## src/rtl/mem_stage_if.sv

```systemverilog
// EX/MEM instruction fields, data-memory req/ack channel and writeback result of the memory stage.
// slave is the stage's view; master is the upstream/memory/testbench view.
interface mem_stage_if;
  logic        ex_mem_valid_inst;
  logic        ex_mem_rd_mem;
  logic        ex_mem_wr_mem;
  logic [2:0]  ex_mem_funct3;
  logic [31:0] ex_mem_alu_result;
  logic [31:0] ex_mem_regb;
  logic        mem_stall;
  logic        dmem_req;
  logic        dmem_we;
  logic [31:0] dmem_addr;
  logic [3:0]  dmem_be;
  logic [31:0] dmem_wdata;
  logic [31:0] dmem_rdata;
  logic        dmem_ack;
  logic [31:0] mem_result_out;
  logic        mem_result_valid;
  logic        mem_fault;

  modport slave (
    input  ex_mem_valid_inst, ex_mem_rd_mem, ex_mem_wr_mem, ex_mem_funct3,
    input  ex_mem_alu_result, ex_mem_regb, dmem_rdata, dmem_ack,
    output mem_stall, dmem_req, dmem_we, dmem_addr, dmem_be, dmem_wdata,
    output mem_result_out, mem_result_valid, mem_fault
  );

  modport master (
    output ex_mem_valid_inst, ex_mem_rd_mem, ex_mem_wr_mem, ex_mem_funct3,
    output ex_mem_alu_result, ex_mem_regb, dmem_rdata, dmem_ack,
    input  mem_stall, dmem_req, dmem_we, dmem_addr, dmem_be, dmem_wdata,
    input  mem_result_out, mem_result_valid, mem_fault
  );
endinterface

```

## src/rtl/mem_stage.sv

```systemverilog
// Memory stage: load/store via dmem req/ack, lane extract + extension; result 1 cycle after ack (or presentation for
// non-memory/faulting ops). Stalls upstream while a request is outstanding; aborts after TIMEOUT unacked cycles.
module mem_stage #(
  parameter int TIMEOUT = 16
) (
  input  logic        i_clk,
  input  logic        i_rst_n,
  mem_stage_if.slave  io_bus
);
  localparam int CNT_W = $clog2(TIMEOUT + 1);

  typedef enum logic {IDLE, REQ} state_t;

  state_t             r_state;
  logic [CNT_W-1:0]   r_cnt;
  logic               r_req;
  logic               r_we;
  logic [3:0]         r_be;
  logic [31:0]        r_baddr;
  logic [31:0]        r_wdata;
  logic [2:0]         r_f3;
  logic [31:0]        r_result;
  logic               r_valid;
  logic               r_fault;

  logic               w_mem_op;
  logic               w_illegal;
  logic               w_misalign;
  logic               w_timeout;
  logic [3:0]         w_be;
  logic [31:0]        w_wdata;
  logic [31:0]        w_lane;
  logic [31:0]        w_load_val;

  always_comb begin
    w_mem_op   = io_bus.ex_mem_valid_inst & (io_bus.ex_mem_rd_mem | io_bus.ex_mem_wr_mem);
    w_illegal  = (io_bus.ex_mem_rd_mem & io_bus.ex_mem_wr_mem)
               | (io_bus.ex_mem_rd_mem & ((io_bus.ex_mem_funct3 == 3'b011) ||
                                          (io_bus.ex_mem_funct3[2:1] == 2'b11)))
               | (io_bus.ex_mem_wr_mem & io_bus.ex_mem_funct3[2]);
    w_misalign = ((io_bus.ex_mem_funct3[1:0] == 2'b01) && io_bus.ex_mem_alu_result[0])
               || ((io_bus.ex_mem_funct3[1:0] == 2'b10) && (io_bus.ex_mem_alu_result[1:0] != 2'b00));
    w_timeout  = (r_cnt == CNT_W'(TIMEOUT - 1));

    w_be    = 4'b1111;
    w_wdata = io_bus.ex_mem_regb;
    case (io_bus.ex_mem_funct3[1:0])
      2'b00: begin
        w_be    = 4'b0001 << io_bus.ex_mem_alu_result[1:0];
        w_wdata = {4{io_bus.ex_mem_regb[7:0]}};
      end
      2'b01: begin
        w_be    = io_bus.ex_mem_alu_result[1] ? 4'b1100 : 4'b0011;
        w_wdata = {2{io_bus.ex_mem_regb[15:0]}};
      end
      default: ;
    endcase

    // Shift the addressed lane down to bit 0 before size/sign formatting.
    w_lane = io_bus.dmem_rdata >> {r_baddr[1:0], 3'b000};
    case (r_f3)
      3'b000:  w_load_val = {{24{w_lane[7]}}, w_lane[7:0]};
      3'b001:  w_load_val = {{16{w_lane[15]}}, w_lane[15:0]};
      3'b100:  w_load_val = {24'h0, w_lane[7:0]};
      3'b101:  w_load_val = {16'h0, w_lane[15:0]};
      default: w_load_val = w_lane;
    endcase
  end

  always_ff @(posedge i_clk or negedge i_rst_n) begin
    if (!i_rst_n) begin
      r_state  <= IDLE;
      r_cnt    <= '0;
      r_req    <= 1'b0;
      r_we     <= 1'b0;
      r_be     <= 4'b0000;
      r_baddr  <= 32'h0;
      r_wdata  <= 32'h0;
      r_f3     <= 3'b000;
      r_result <= 32'h0;
      r_valid  <= 1'b0;
      r_fault  <= 1'b0;
    end else begin
      r_valid <= 1'b0;
      r_fault <= 1'b0;
      case (r_state)
        IDLE: begin
          if (io_bus.ex_mem_valid_inst) begin
            if (!w_mem_op) begin
              r_result <= io_bus.ex_mem_alu_result;
              r_valid  <= 1'b1;
            end else if (w_illegal || w_misalign) begin
              r_result <= 32'h0;
              r_valid  <= 1'b1;
              r_fault  <= 1'b1;
            end else begin
              r_state <= REQ;
              r_req   <= 1'b1;
              r_we    <= io_bus.ex_mem_wr_mem;
              r_be    <= w_be;
              r_baddr <= io_bus.ex_mem_alu_result;
              r_wdata <= w_wdata;
              r_f3    <= io_bus.ex_mem_funct3;
              r_cnt   <= '0;
            end
          end
        end
        REQ: begin
          // An ack in the timeout cycle still completes normally.
          if (io_bus.dmem_ack) begin
            r_state  <= IDLE;
            r_req    <= 1'b0;
            r_result <= r_we ? r_baddr : w_load_val;
            r_valid  <= 1'b1;
          end else if (w_timeout) begin
            r_state  <= IDLE;
            r_req    <= 1'b0;
            r_result <= 32'hbaadbeef;
            r_valid  <= 1'b1;
            r_fault  <= 1'b1;
          end else begin
            r_cnt <= r_cnt + CNT_W'(1);
          end
        end
        default: r_state <= IDLE;
      endcase
    end
  end

  assign io_bus.mem_stall        = (r_state == IDLE) ? (w_mem_op & ~w_illegal & ~w_misalign)
                                                     : (~io_bus.dmem_ack & ~w_timeout);
  assign io_bus.dmem_req         = r_req;
  assign io_bus.dmem_we          = r_we;
  assign io_bus.dmem_addr        = {r_baddr[31:2], 2'b00};
  assign io_bus.dmem_be          = r_be;
  assign io_bus.dmem_wdata       = r_wdata;
  assign io_bus.mem_result_out   = r_result;
  assign io_bus.mem_result_valid = r_valid;
  assign io_bus.mem_fault        = r_fault;
endmodule
```

## src/flat_wrapper.sv

```systemverilog
// flat-port wrapper written by rule: the top's interface ports become plain ports
module mem_stage_flat 
#(
  parameter int TIMEOUT = 16
)
  (i_clk, i_rst_n, io_bus_ex_mem_valid_inst, io_bus_ex_mem_rd_mem, io_bus_ex_mem_wr_mem, io_bus_ex_mem_funct3, io_bus_ex_mem_alu_result, io_bus_ex_mem_regb, io_bus_dmem_rdata, io_bus_dmem_ack, io_bus_mem_stall, io_bus_dmem_req, io_bus_dmem_we, io_bus_dmem_addr, io_bus_dmem_be, io_bus_dmem_wdata, io_bus_mem_result_out, io_bus_mem_result_valid, io_bus_mem_fault);
  mem_stage_if io_bus_i ();
  input  logic i_clk;
  input  logic i_rst_n;
  input wire logic [$bits(io_bus_i.ex_mem_valid_inst)-1:0] io_bus_ex_mem_valid_inst;
  input wire logic [$bits(io_bus_i.ex_mem_rd_mem)-1:0] io_bus_ex_mem_rd_mem;
  input wire logic [$bits(io_bus_i.ex_mem_wr_mem)-1:0] io_bus_ex_mem_wr_mem;
  input wire logic [$bits(io_bus_i.ex_mem_funct3)-1:0] io_bus_ex_mem_funct3;
  input wire logic [$bits(io_bus_i.ex_mem_alu_result)-1:0] io_bus_ex_mem_alu_result;
  input wire logic [$bits(io_bus_i.ex_mem_regb)-1:0] io_bus_ex_mem_regb;
  input wire logic [$bits(io_bus_i.dmem_rdata)-1:0] io_bus_dmem_rdata;
  input wire logic [$bits(io_bus_i.dmem_ack)-1:0] io_bus_dmem_ack;
  output wire logic [$bits(io_bus_i.mem_stall)-1:0] io_bus_mem_stall;
  output wire logic [$bits(io_bus_i.dmem_req)-1:0] io_bus_dmem_req;
  output wire logic [$bits(io_bus_i.dmem_we)-1:0] io_bus_dmem_we;
  output wire logic [$bits(io_bus_i.dmem_addr)-1:0] io_bus_dmem_addr;
  output wire logic [$bits(io_bus_i.dmem_be)-1:0] io_bus_dmem_be;
  output wire logic [$bits(io_bus_i.dmem_wdata)-1:0] io_bus_dmem_wdata;
  output wire logic [$bits(io_bus_i.mem_result_out)-1:0] io_bus_mem_result_out;
  output wire logic [$bits(io_bus_i.mem_result_valid)-1:0] io_bus_mem_result_valid;
  output wire logic [$bits(io_bus_i.mem_fault)-1:0] io_bus_mem_fault;
  assign io_bus_i.ex_mem_valid_inst = io_bus_ex_mem_valid_inst;
  assign io_bus_i.ex_mem_rd_mem = io_bus_ex_mem_rd_mem;
  assign io_bus_i.ex_mem_wr_mem = io_bus_ex_mem_wr_mem;
  assign io_bus_i.ex_mem_funct3 = io_bus_ex_mem_funct3;
  assign io_bus_i.ex_mem_alu_result = io_bus_ex_mem_alu_result;
  assign io_bus_i.ex_mem_regb = io_bus_ex_mem_regb;
  assign io_bus_i.dmem_rdata = io_bus_dmem_rdata;
  assign io_bus_i.dmem_ack = io_bus_dmem_ack;
  assign io_bus_mem_stall = io_bus_i.mem_stall;
  assign io_bus_dmem_req = io_bus_i.dmem_req;
  assign io_bus_dmem_we = io_bus_i.dmem_we;
  assign io_bus_dmem_addr = io_bus_i.dmem_addr;
  assign io_bus_dmem_be = io_bus_i.dmem_be;
  assign io_bus_dmem_wdata = io_bus_i.dmem_wdata;
  assign io_bus_mem_result_out = io_bus_i.mem_result_out;
  assign io_bus_mem_result_valid = io_bus_i.mem_result_valid;
  assign io_bus_mem_fault = io_bus_i.mem_fault;
  mem_stage #(.TIMEOUT(TIMEOUT)) u_core (.i_clk(i_clk), .i_rst_n(i_rst_n), .io_bus(io_bus_i));
endmodule
```

## config.mk

```make
export PLATFORM = sky130hd
export DESIGN_NAME = mem_stage_flat
export DESIGN_NICKNAME = d
export VERILOG_FILES = /design/src/rtl/mem_stage_if.sv /design/src/rtl/mem_stage.sv /design/src/flat_wrapper.sv
export SDC_FILE = /design/constraint.sdc
export NUM_CORES = 1
export LEC_CHECK = 0
export BUFFER_PORTS_ARGS = -buffer_cell sky130_fd_sc_hd__buf_4
export CAP_MARGIN = 20
export CORE_ASPECT_RATIO = 0.75
export CORE_MARGIN = 1.5
export CORE_UTILIZATION = 51
export CTS_CLUSTER_SIZE = 30
export DETAILED_ROUTE_END_ITERATION = 8
export PLACE_DENSITY_LB_ADDON = 0.08
export SETUP_SLACK_MARGIN = 0.05
export SYNTH_ARGS = -nofsm -noshare
export SYNTH_HDL_FRONTEND = slang
export SYNTH_SLANG_ARGS = --single-unit
```

## constraint.sdc

```tcl
create_clock -name i_clk -period 2.8 [get_ports i_clk]
set_clock_uncertainty 0.2 [all_clocks]
set_input_delay 0.56 -clock i_clk [delete_from_list [all_inputs] [get_ports i_clk]]
set_output_delay 0.56 -clock i_clk [all_outputs]
set_load 0.1 [all_outputs]
```

* After elaboration in Yosys (flattened, before gate mapping) *
Index checks and enable logic that the tools add are counted.

storage, ports and cells
  output and inout bits = 105
  bits of input ports = 105
  flip-flop bits (word level) = 113

operators by class
  muxes and demuxes = 40
  equality and inequality tests = 15
  bitwise gates (word level) = 16
  reductions and logical operators = 12
  shift operators = 2
  add/sub/neg operators = 1

operators with widths
  operator                                                           number
  32-bit 2-to-1 mux                                                  6
  32-bit one-hot mux with 2 select lines                             2
  32-bit one-hot mux with 4 select lines                             1
  32-bit by 5-bit >> shifter with 32-bit output                      1
  5-bit 2-to-1 mux                                                   5
  1-bit 2-to-1 mux                                                   19
  5-bit one-hot mux with 2 select lines                              1
  2-bit inequality test, second input constant                       4
  1-bit one-hot mux with 2 select lines                              4
  4-bit one-hot mux with 2 select lines                              1
  4-bit AND reduction                                                2
  1-bit AND                                                          7
  3-bit == test, second input constant                               2
  3-bit inequality test, second input constant                       2
  1-bit inverter                                                     6
  5-bit by 1-bit adder with 5-bit output, second input constant      1
  5-bit by 4-bit == test with 1-bit output, second input constant    1
  5-bit AND reduction                                                1
  2-bit == test, second input constant                               2
  4-bit 2-to-1 mux                                                   1
  1-bit by 2-bit left shift with 4-bit output, first input constant  1
  3-bit by 1-bit == test with 1-bit output, second input constant    1
  3-bit by 2-bit == test with 1-bit output, second input constant    1
  3-bit zero test                                                    1
  other kinds (8)                                                    13

* Logic depth before layout (Yosys ltp) *
Gate-level depths: netlist of the first run.

  depth after elaboration = 10
  gate-level depth with buffers = 10
  gate-level depth less buffers = 9

* Worst setup path after synthesis of the first run *
Ideal clock, no wire load.

  path type = input -> output
  start = in io_bus_ex_mem_funct3[0]
  end = out io_bus_mem_stall
  path buffers = 2
  data arrival time = 2,195 ps
  cell stages on the path = 6
  required time = 2,040 ps
  path slack = -155 ps
  cell sequence = clkbuf_1 nor2_4 a211oi_2 or2_1 buf_2 nand2_1

on the way
  cells in the longest elaborated chain, start to end = 9
  elaborated cells on any way between the ends = 15

ends and longest elaborated chain
  item                                      RTL line            text
  start, declared                           flat_wrapper.sv:13  input wire logic [$bits(io_bus_i.ex_mem_funct3)-1:0] io_bus_ex_mem_funct3;
  3-bit by 2-bit == test with 1-bit output  mem_stage.sv:38     | (io_bus.ex_mem_rd_mem & ((io_bus.ex_mem_funct3 == 3'b011) ||
  1-bit logical OR                          mem_stage.sv:38
  1-bit AND                                 mem_stage.sv:38
  1-bit bitwise OR                          mem_stage.sv:38
  1-bit bitwise OR                          mem_stage.sv:40     | (io_bus.ex_mem_wr_mem & io_bus.ex_mem_funct3[2]);
  1-bit inverter                            mem_stage.sv:130    assign io_bus.mem_stall = (r_state == IDLE) ? (w_mem_op & ~w_illegal & ~w_misalign)
  1-bit AND                                 mem_stage.sv:130
  1-bit AND (*)                             mem_stage.sv:130
  1-bit 2-to-1 mux (*)                      mem_stage.sv:130
  end, declared                             flat_wrapper.sv:18  output wire logic [$bits(io_bus_i.mem_stall)-1:0] io_bus_mem_stall;

Mark *: on every way between the ends. The rest lies on a longest branch, timed or not.

* Final worst setup path of the first run *
  start = reg u_core.r_cnt[1]
  end = out io_bus_mem_stall

on the way
  cells in the longest elaborated chain, start to end = 4

ends and longest elaborated chain
  item                                      RTL line          text
  start, declared                           mem_stage.sv:15   logic [CNT_W-1:0] r_cnt;
  start signal, assigned                    mem_stage.sv:122  r_cnt <= r_cnt + CNT_W'(1);
  5-bit by 4-bit == test with 1-bit output  mem_stage.sv:43   w_timeout = (r_cnt == CNT_W'(TIMEOUT - 1));
  1-bit inverter                            mem_stage.sv:131  : (~io_bus.dmem_ack & ~w_timeout);
  1-bit AND                                 mem_stage.sv:131
  1-bit 2-to-1 mux                          mem_stage.sv:130

Every way passes these cells.

==> metrics.md, run 1 <==
| Metric | Value |
|---|---|
| Outcome | `completed` |
| EDFF count, synth | `0` |
| Layout area overhead | `35.83%` |
| TNS Setup | `0 ps` |
| RSZ-0062 raised after global routing | `yes` |
| CTS root buf | `clkbuf_16` |
| Worst R2R Setup Slack | `around 210 ps` |
| Largest net degree at the start of global routing | `slightly above 100` |
| Starting Density | `a little over half` |
| DR DRC count | `0` |
| Slowest cell on the critical path | `dfrtp_1` |
| Power per cell area | `1114 nW/um2` |
| Worst Hold Launch | `io_bus_ex_mem_alu_result[23]` |
| Register area share after synthesis | `a little under half` |
| CP Data Arrival Time | `1940 ps` |
| CTS max path bufs | `2` |
| Cts bufs inserted | `17` |
| Reg2reg path depth | `10` |
| DIE AREA | `approximately 13000 um2` |
| Largest family of logic cells by synthesized area | `simple AND/OR/NAND/NOR gates` |
| Synth Area in Adders | `less than 1%` |
| Layout cells sized above 1 | `31.53%` |
| Yosys reg bits | `around 110` |
| Routed Antenna Nets | `0` |
| Port Buffers | `207` |
| Clock-pin slew on the worst setup and hold paths | `~50 ps` |
| # clock sinks | `113` |
| Routed WL | `19400 um` |
| Final GP Congestion | `roughly 0.95` |
| CORE AREA | `11660 um2` |
| Reg-to-Reg Start | `u_core.r_cnt[1]$_DFFE_PN0P_` |
| Avg Cell Area, Syn | `approximately 8.5 um2` |
| Pre-antenna DRT Iters | `6` |
| WP buf/inv | `1` |
| Static leakage | `roughly 4 nW` |
| CP dominant cell by count | `ha_1` |
| Ports | `210` |
| Synth Cell Area | `6122 um2` |
| Mux contribution to synthesized area | `between 7 and 8%` |
| Per-cell routed wire length | `between 15 and 20 um` |
| First-pass GRT wire length | `between 30000 and 40000 um` |
| Power, Total | `about 0.0093 W` |
| Worst min path class | `input pin to flop` |
| Initial DRC count | `roughly 600` |
| Worst-path cell chain | `ha_1 -> and3_1 -> ha_1 -> nor2_2 -> nand2_2 -> nand2_4 -> buf_12` |
| Compound-Gate Fraction of Synth Area | `roughly 17%` |
| Simple-gate share of the synthesized area | `a little over a fifth` |
| Critical Path Start Type | `flop` |
| Final setup fails | `0` |
| Highest Clock Rate | `between 300 and 400 MHz` |
| Slew headroom | `approximately 42%` |
| Max_cap viols | `0` |
| Vias in the first global route | `~5.8k` |
| Clk_lat worst skew | `approximately 410 ps` |
| WHS Path Cells | `3` |
| Total congestion overflow | `0` |
| Asr flop ratio synth | `100.0%` |
| Largest stage delay, worst path | `about 400 ps` |
| Synth warn | `0` |
| Final period utilization | `slightly below 100%` |
| Placement Rows | `34` |
| Die Wd | `129.5 um` |
| Final slew viol count | `0` |
| CTS tree | `yes` |
| Post-synthesis xor/xnor area fraction | `0%` |
| Fill cells | `~940` |
| Final #Nets | `~1k` |
| Min-Delay Endpoint | `u_core.r_baddr[23]$_DFFE_PN0P_` |
| Number of antenna cells inserted | `0` |
| Minimum clock period | `roughly 2700 ps` |
| Vias/cell | `5.582` |
| Maximum VDD drop | `~0.7 mV` |
| Worst R2R End | `u_core.io_bus.mem_result_out[22]$_DFFE_PN0P_` |
| Fin Hold WS | `147.8 ps` |
| Setup CP Type | `flop to output port` |
| Antenna violations before repair | `0` |
| Count of cell types in the netlist | `41` |
| Critical path endpoint category | `output port` |
| Final hold vios | `0` |
| Largest delay share family, worst path | `simple AND/OR/NAND/NOR gates` |
| Gr usage total | `a little under a third` |
| Main flop type after synthesis | `dfrtp_1` |
| CP required | `a little over 2000 ps` |
| Max FO, Critical Path | `3` |
| Dpl hpwl | `13900 um` |
| Die Ht | `around 100 um` |
| H-Tree Depth | `4` |
| Synthesized instance count | `between 700 and 800` |
| Total number of vias | `around 6k` |
| Slew @ Worst Pin | `861.6 ps` |
[how the worst max path moves through the flow]
stage | start | endpoint | cells past startpoint | slack [ps]
global route | u_core.r_cnt[1]$_DFFE_PN0P_ | io_bus_mem_stall | 7 | 40
CTS | u_core.r_cnt[1]$_DFFE_PN0P_ | io_bus_mem_stall | 7 | 70
detailed placement | io_bus_ex_mem_rd_mem | io_bus_mem_stall | 6 | 180
global placement | io_bus_ex_mem_rd_mem | io_bus_mem_stall | 6 | 270
floorplan | io_bus_ex_mem_funct3[0] | io_bus_mem_stall | 6 | 130
finish | u_core.r_cnt[1]$_DFFE_PN0P_ | io_bus_mem_stall | 7 | 100
[flip-flops by register name (all words and copies together), names as in the netlist, 3 cells and up]
signal and flops:
u_core.io_bus.dmem_be 4, u_core.io_bus.dmem_wdata 32, u_core.io_bus.mem_result_out 32, u_core.r_baddr 32
u_core.r_cnt 5, u_core.r_f3 3
[power breakdown]
| part | switching, W | internal [W] | total (W) |
|---|---|---|---|
| Sequential | 0.000301 | 0.00203 | 0.00233 |
| Clock | 0.000770 | 0.00148 | 0.00225 |
| Combinational | 0.00367 | 0.00102 | 0.00469 |
| Total | 0.00474 | 0.00453 | 0.00927 |
[cell families after synthesis]
kind of cell             Yosys count
AND/OR/NAND/NOR                  309
AO/OA/AOI/OAI                    162
flip-flops                       113
buffers and inverters             90
multiplexers                      46
adder cells (fa/ha/maj)            2
other                              1
[per-stage QoR]
stage | setup slack [ps] | instances | utilization, % | cell area, um2
4_1_cts | 67.46 | 1065 | 71.24 | 8304
6_report | 99.99 | 1066 | 71.34 | 8315
5_1_grt | 35.23 | 1066 | 71.34 | 8315
3_3_place_gp | 268.8 | 1031 | 65.52 | 7637
2_1_floorplan | 129.3 | 724 | - | 6128
3_5_place_dp | 175.8 | 1031 | 65.52 | 7637
[layout by cell type (no fill, tap or decap), types with 3 or more instances in the layout]
| cell | instances |
|---|---|
| clkinvlp_4 | 3 |
| o21ai_1 | 34 |
| buf_4 | 225 |
| a222oi_1 | 3 |
| buf_12 | 5 |
| a221oi_1 | 15 |
| a31oi_1 | 9 |
| bufinv_16 | 3 |
| a211oi_1 | 10 |
| dfrtp_1 | 113 |
| nor2b_1 | 13 |
| and2_1 | 6 |
| clkbuf_16 | 17 |
| nand2_1 | 211 |
| clkbuf_8 | 4 |
| o21ai_0 | 29 |
| o211ai_1 | 9 |
| mux2_2 | 12 |
| o311ai_0 | 5 |
| and3_1 | 6 |
| inv_1 | 8 |
| nand3_1 | 8 |
| nor3b_1 | 4 |
| o221ai_1 | 5 |
| a32oi_1 | 3 |
| nor2_1 | 46 |
| mux2i_1 | 34 |
| a21oi_1 | 32 |
[layer usage]
metal  track usage, %  vias to the layer above  routed length (um)
met5                0                        -                   0
met4            8.034                        0                 206
met3            6.959                       19                1844
met2            48.08                      304                8764
met1            46.33                     2842                8584
li1                 -                     2785                   -
[repair_timing]
| item | in CTS | in global routing |
|---|---|---|
| resized for setup | 6 | 1 |
| pin swaps | 1 | 2 |
| cloned | 0 | 0 |
| hold endpoints to repair | 7 | 0 |
| buffers inserted | 3 | 1 |
| hold buffers | 1 | 0 |
| setup endpoints to repair | 1 | 4 |
[layout make-up]
| cell class | count | area [um2] | area share, % |
|---|---|---|---|
| Clock buffer | 21 | 480.5 | 5.778 |
| Timing Repair Buffer | 231 | 1799 | 21.64 |
| Multi-Input combinational cell | 521 | 2840 | 34.16 |
| Sequential cell | 113 | 2828 | 34.01 |
| Tap cell | 162 | 202.7 | 2.438 |
| Clock inverter | 9 | 131.4 | 1.580 |
| Inverter | 9 | 33.78 | 0.4063 |
[worst register-to-register path, delay by kind of cell (launching register included)]
family          cells  cell delay, ps
simple gates        3             450
buf+inv             2             360
flops               1             400
compound gates      3             610
fa+ha+maj           2             420
[Yosys cell counts, types with 4 or more instances]
| library cell | number | share of area (%) |
|---|---|---|
| nand3_1 | 8 | 0.65 |
| and2_1 | 6 | 0.61 |
| inv_1 | 8 | 0.49 |
| a21oi_1 | 32 | 2.6 |
| nand2_1 | 213 | 13 |
| o311ai_0 | 5 | 0.72 |
| clkbuf_1 | 25 | 1.5 |
| nor2_1 | 49 | 3.0 |
| o21ai_1 | 36 | 2.9 |
| o21ai_0 | 29 | 2.4 |
| and3_1 | 6 | 0.61 |
| nor3b_1 | 4 | 0.49 |
| o221ai_1 | 5 | 0.72 |
| buf_2 | 17 | 1.4 |
| a31oi_1 | 9 | 0.92 |
| a211oi_1 | 10 | 1.2 |
| mux2i_1 | 34 | 5.6 |
| dfrtp_1 | 113 | 46 |
| nor2b_1 | 13 | 1.3 |
| buf_1 | 4 | 0.25 |
| o211ai_1 | 9 | 1.1 |
| a221oi_1 | 15 | 2.1 |
| buf_4 | 35 | 4.3 |
| mux2_2 | 12 | 2.2 |
(Power assumes the default switching activity.)
==> run 2, diff against run 1 <==
ABC_AREA = 1   (was unset)
==> run 2 against run 1 <==
Utilization fell by 1.8 points. Synthesized cell count rose by 24%. Setup slack improved by 82 ps. Critical path type unchanged. Largest cell class unchanged. Non-clock buffer count did not move. Routed wire length rose by 0.23%. Worst hold slack got worse by 3.7 ps. Total power rose by 7.9%. Maximum frequency rose by 3.1%. Clock power fell by 2%. Critical path depth rose by 1. Design area rose by 2.5%.
==> metrics.md, run 2 <==
| Metric | Value |
|---|---|
| Asr flop ratio synth | `100.0%` |
| Main flop type after synthesis | `dfrtp_1` |
| H-Tree Depth | `4` |
| Slowest cell on the critical path | `dfrtp_1` |
| Setup CP Type | `flop to output port` |
| Final setup fails | `0` |
| Max FO, Critical Path | `4` |
| CTS tree | `yes` |
| Port Buffers | `between 200 and 250` |
| EDFF count, synth | `0` |
| WHS Path Cells | `3` |
| Routed WL | `~19000 um` |
| Largest area contributor in the netlist | `dfrtp_1` |
| Outcome | `completed` |
| Avg Cell Area, Syn | `about 7 um2` |
| Antenna violations before repair | `0` |
| Maximum VDD drop | `~0.86 mV` |
| Die Wd | `around 130 um` |
| CP Data Arrival Time | `approximately 1900 ps` |
| Clk_lat worst skew | `between 400 and 500 ps` |
| Vias in the first global route | `6075` |
| Register Area | `~2800 um2` |
| DR DRC count | `0` |
| Layout area overhead | `32.74%` |
| Placed Area | `~7900 um2` |
| Synth warn | `0` |
| First-pass GRT wire length | `between 30000 and 40000 um` |
| Synth area leaders | `dfrtp_1 44%, nand2_1 22%, buf_4 4.1%` |
| # clock sinks | `~110` |
| Total number of vias | `approximately 6.4k` |
| Pre-CTS WS | `around 310 ps` |
| Worst min path class | `input pin to flop` |
| Static leakage | `4.642 nW` |
| Final period utilization | `93.52%` |
| Count of cell types in the netlist | `32` |
| Critical Path Start Type | `flop` |
| CORE AREA | `12260 um2` |
| Final worst slack | `roughly 180 ps` |
| Starting Density | `around 52%` |
| Gr usage total | `roughly 30%` |
| Die Ht | `around 100 um` |
| Final #Nets | `around 1.2k` |
| Min-Delay Endpoint | `u_core.io_bus.dmem_wdata[18]$_DFFE_PN0P_` |
| Ports | `210` |
| Worst-path cell chain | `ha_2 -> nand2_2 -> nor2_1 -> ha_2 -> nor3_4 -> inv_2 -> nand2_4 -> buf_12` |
| Pre-antenna DRT Iters | `8` |
| Commonest cells after routing, fill and taps aside | `368 x nand2_1, 226 x buf_4, 113 x dfrtp_1` |
| Synth Cell Area | `around 6400 um2` |
| CTS root buf | `clkbuf_16` |
| Per-cell routed wire length | `between 15 and 20 um` |
| Critical path endpoint category | `output port` |
| Largest delay share family, worst path | `simple AND/OR/NAND/NOR gates` |
| Slew @ Worst Pin | `687.4 ps` |
| Number of antenna cells inserted | `0` |
| Highest Clock Rate | `~380 MHz` |
| CP dominant cell by count | `ha_2` |
| WP buf/inv | `2` |
| Cts bufs inserted | `17` |
| Design area | `8523 um2` |
| Worst R2R Setup Slack | `around 410 ps` |
| Max_cap viols | `0` |
| Total congestion overflow | `0` |
| Power per cell area | `1174 nW/um2` |
| Vias/cell | `5.175` |
| Final GP Congestion | `0.9719` |
| Setup crit start | `u_core.r_cnt[0]$_DFFE_PN0P_` |
| Final slew viol count | `0` |
| Area occupied by multi-input gates | `2877 um2` |
| Layout cells sized above 1 | `between 20% and 30%` |
| TNS Setup | `0 ps` |
| Reg2reg path depth | `11` |
| RSZ-0062 raised after global routing | `no` |
| Synthesized instance count | `between 800 and 900` |
| Worst R2R End | `u_core.io_bus.mem_result_out[7]$_DFFE_PN0P_` |
| Routed Antenna Nets | `0` |
| CP required | `between 2000 and 2500 ps` |
| Reg-to-Reg Start | `u_core.r_cnt[0]$_DFFE_PN0P_` |
| Clock-pin slew on the worst setup and hold paths | `60 ps` |
| Placement Rows | `35` |
| Largest stage delay, worst path | `380 ps` |
| Worst Hold Launch | `io_bus_ex_mem_regb[18]` |
| Final hold vios | `0` |
| Yosys reg bits | `between 100 and 150` |
| Fill cells | `approximately 1.1k` |
| Fin Hold WS | `144.1 ps` |
| Minimum clock period | `2618 ps` |
| Slew headroom | `between 50 and 60%` |
| Initial DRC count | `546` |
| Dpl hpwl | `between 10000 and 15000 um` |
| Commonest cells post-synth | `369 x nand2_1, 113 x dfrtp_1, 52 x inv_1` |
| Top-count cell post-synth | `nand2_1` |
| CTS max path bufs | `2` |
| DIE AREA | `roughly 13000 um2` |
| Register area share after synthesis | `approximately 44%` |
| Commonest non-fill, non-tap cell in the layout | `nand2_1` |
| Largest net degree at the start of global routing | `68` |
| Post-synth top area share | `44.04%` |
| Util after Layout | `69.51%` |
run 2: cell type report:
cell class	count	share of cell area [%]
tap	166	2.437
clock buffer	17	4.991
multi-input combinational	644	33.75
timing repair buffer	231	20.96
inverter	60	2.642
clock inverter	15	2.041
sequential	113	33.18
run 2: cells by family after synthesis:
logic type | synth area share (%)
buffers and inverters | 11.52
adder cells (fa/ha/maj) | 0.3896
XOR/XNOR | 0.1364
AND/OR/NAND/NOR | 30.24
flip-flops | 44.04
AO/OA/AOI/OAI | 13.62
other | 0.05840
run 2: how the worst max path moves through the flow:
stage / cells after the start / to / slack [ps]
floorplan: 7 / io_bus_mem_stall / 410
global placement: 8 / io_bus_mem_stall / 350
detailed placement: 8 / io_bus_mem_stall / 310
CTS: 8 / io_bus_mem_stall / 60
global route: 8 / io_bus_mem_stall / 80
finish: 8 / io_bus_mem_stall / 180
run 2: repair_timing:
action	in CTS	in global routing
gates cloned	0	0
hold buffers	1	0
pin swaps	2	1
endpoints found under the hold margin	41	0
buffers inserted	2	2
gates resized for setup	6	3
setup endpoints to repair	1	1
run 2: worst register-to-register path, stage by stage, from the launching register on:
cell	delay, ps
dfrtp_1	380
ha_2	200
nand2_2	80
nor2_1	50
ha_2	190
nor3_4	190
inv_2	80
buf_4	150
nand3_4	340
buf_4	300
nand2_1	70
o21ai_1	90
run 2: metal layers:
metal | GRT usage, % | wire length, um | share of wire (%) | vias up
met3 | 7.525 | 1717 | 8.8 | 39
met2 | 44.70 | 8212 | 42 | 315
met5 | 0 | 0 | 0 | -
met1 | 42.89 | 9083 | 47 | 2936
li1 | - | - | - | 3158
met4 | 9.383 | 429 | 2.2 | 0
run 2: where the power goes:
group	total (W)	internal, W	switching, W
registers	0.00241	0.00207	0.000338
clock network	0.00220	0.00134	0.000865
logic	0.00539	0.00114	0.00425
total	0.0100	0.00455	0.00545
run 2: per-stage QoR:
stage                     cells  power (W)
final                      1246    0.01000
after global routing       1246    0.01043
after CTS                  1244   0.009998
after detailed placement   1209   0.007766
after global placement     1209   0.007734
after floorplan             899   0.006720
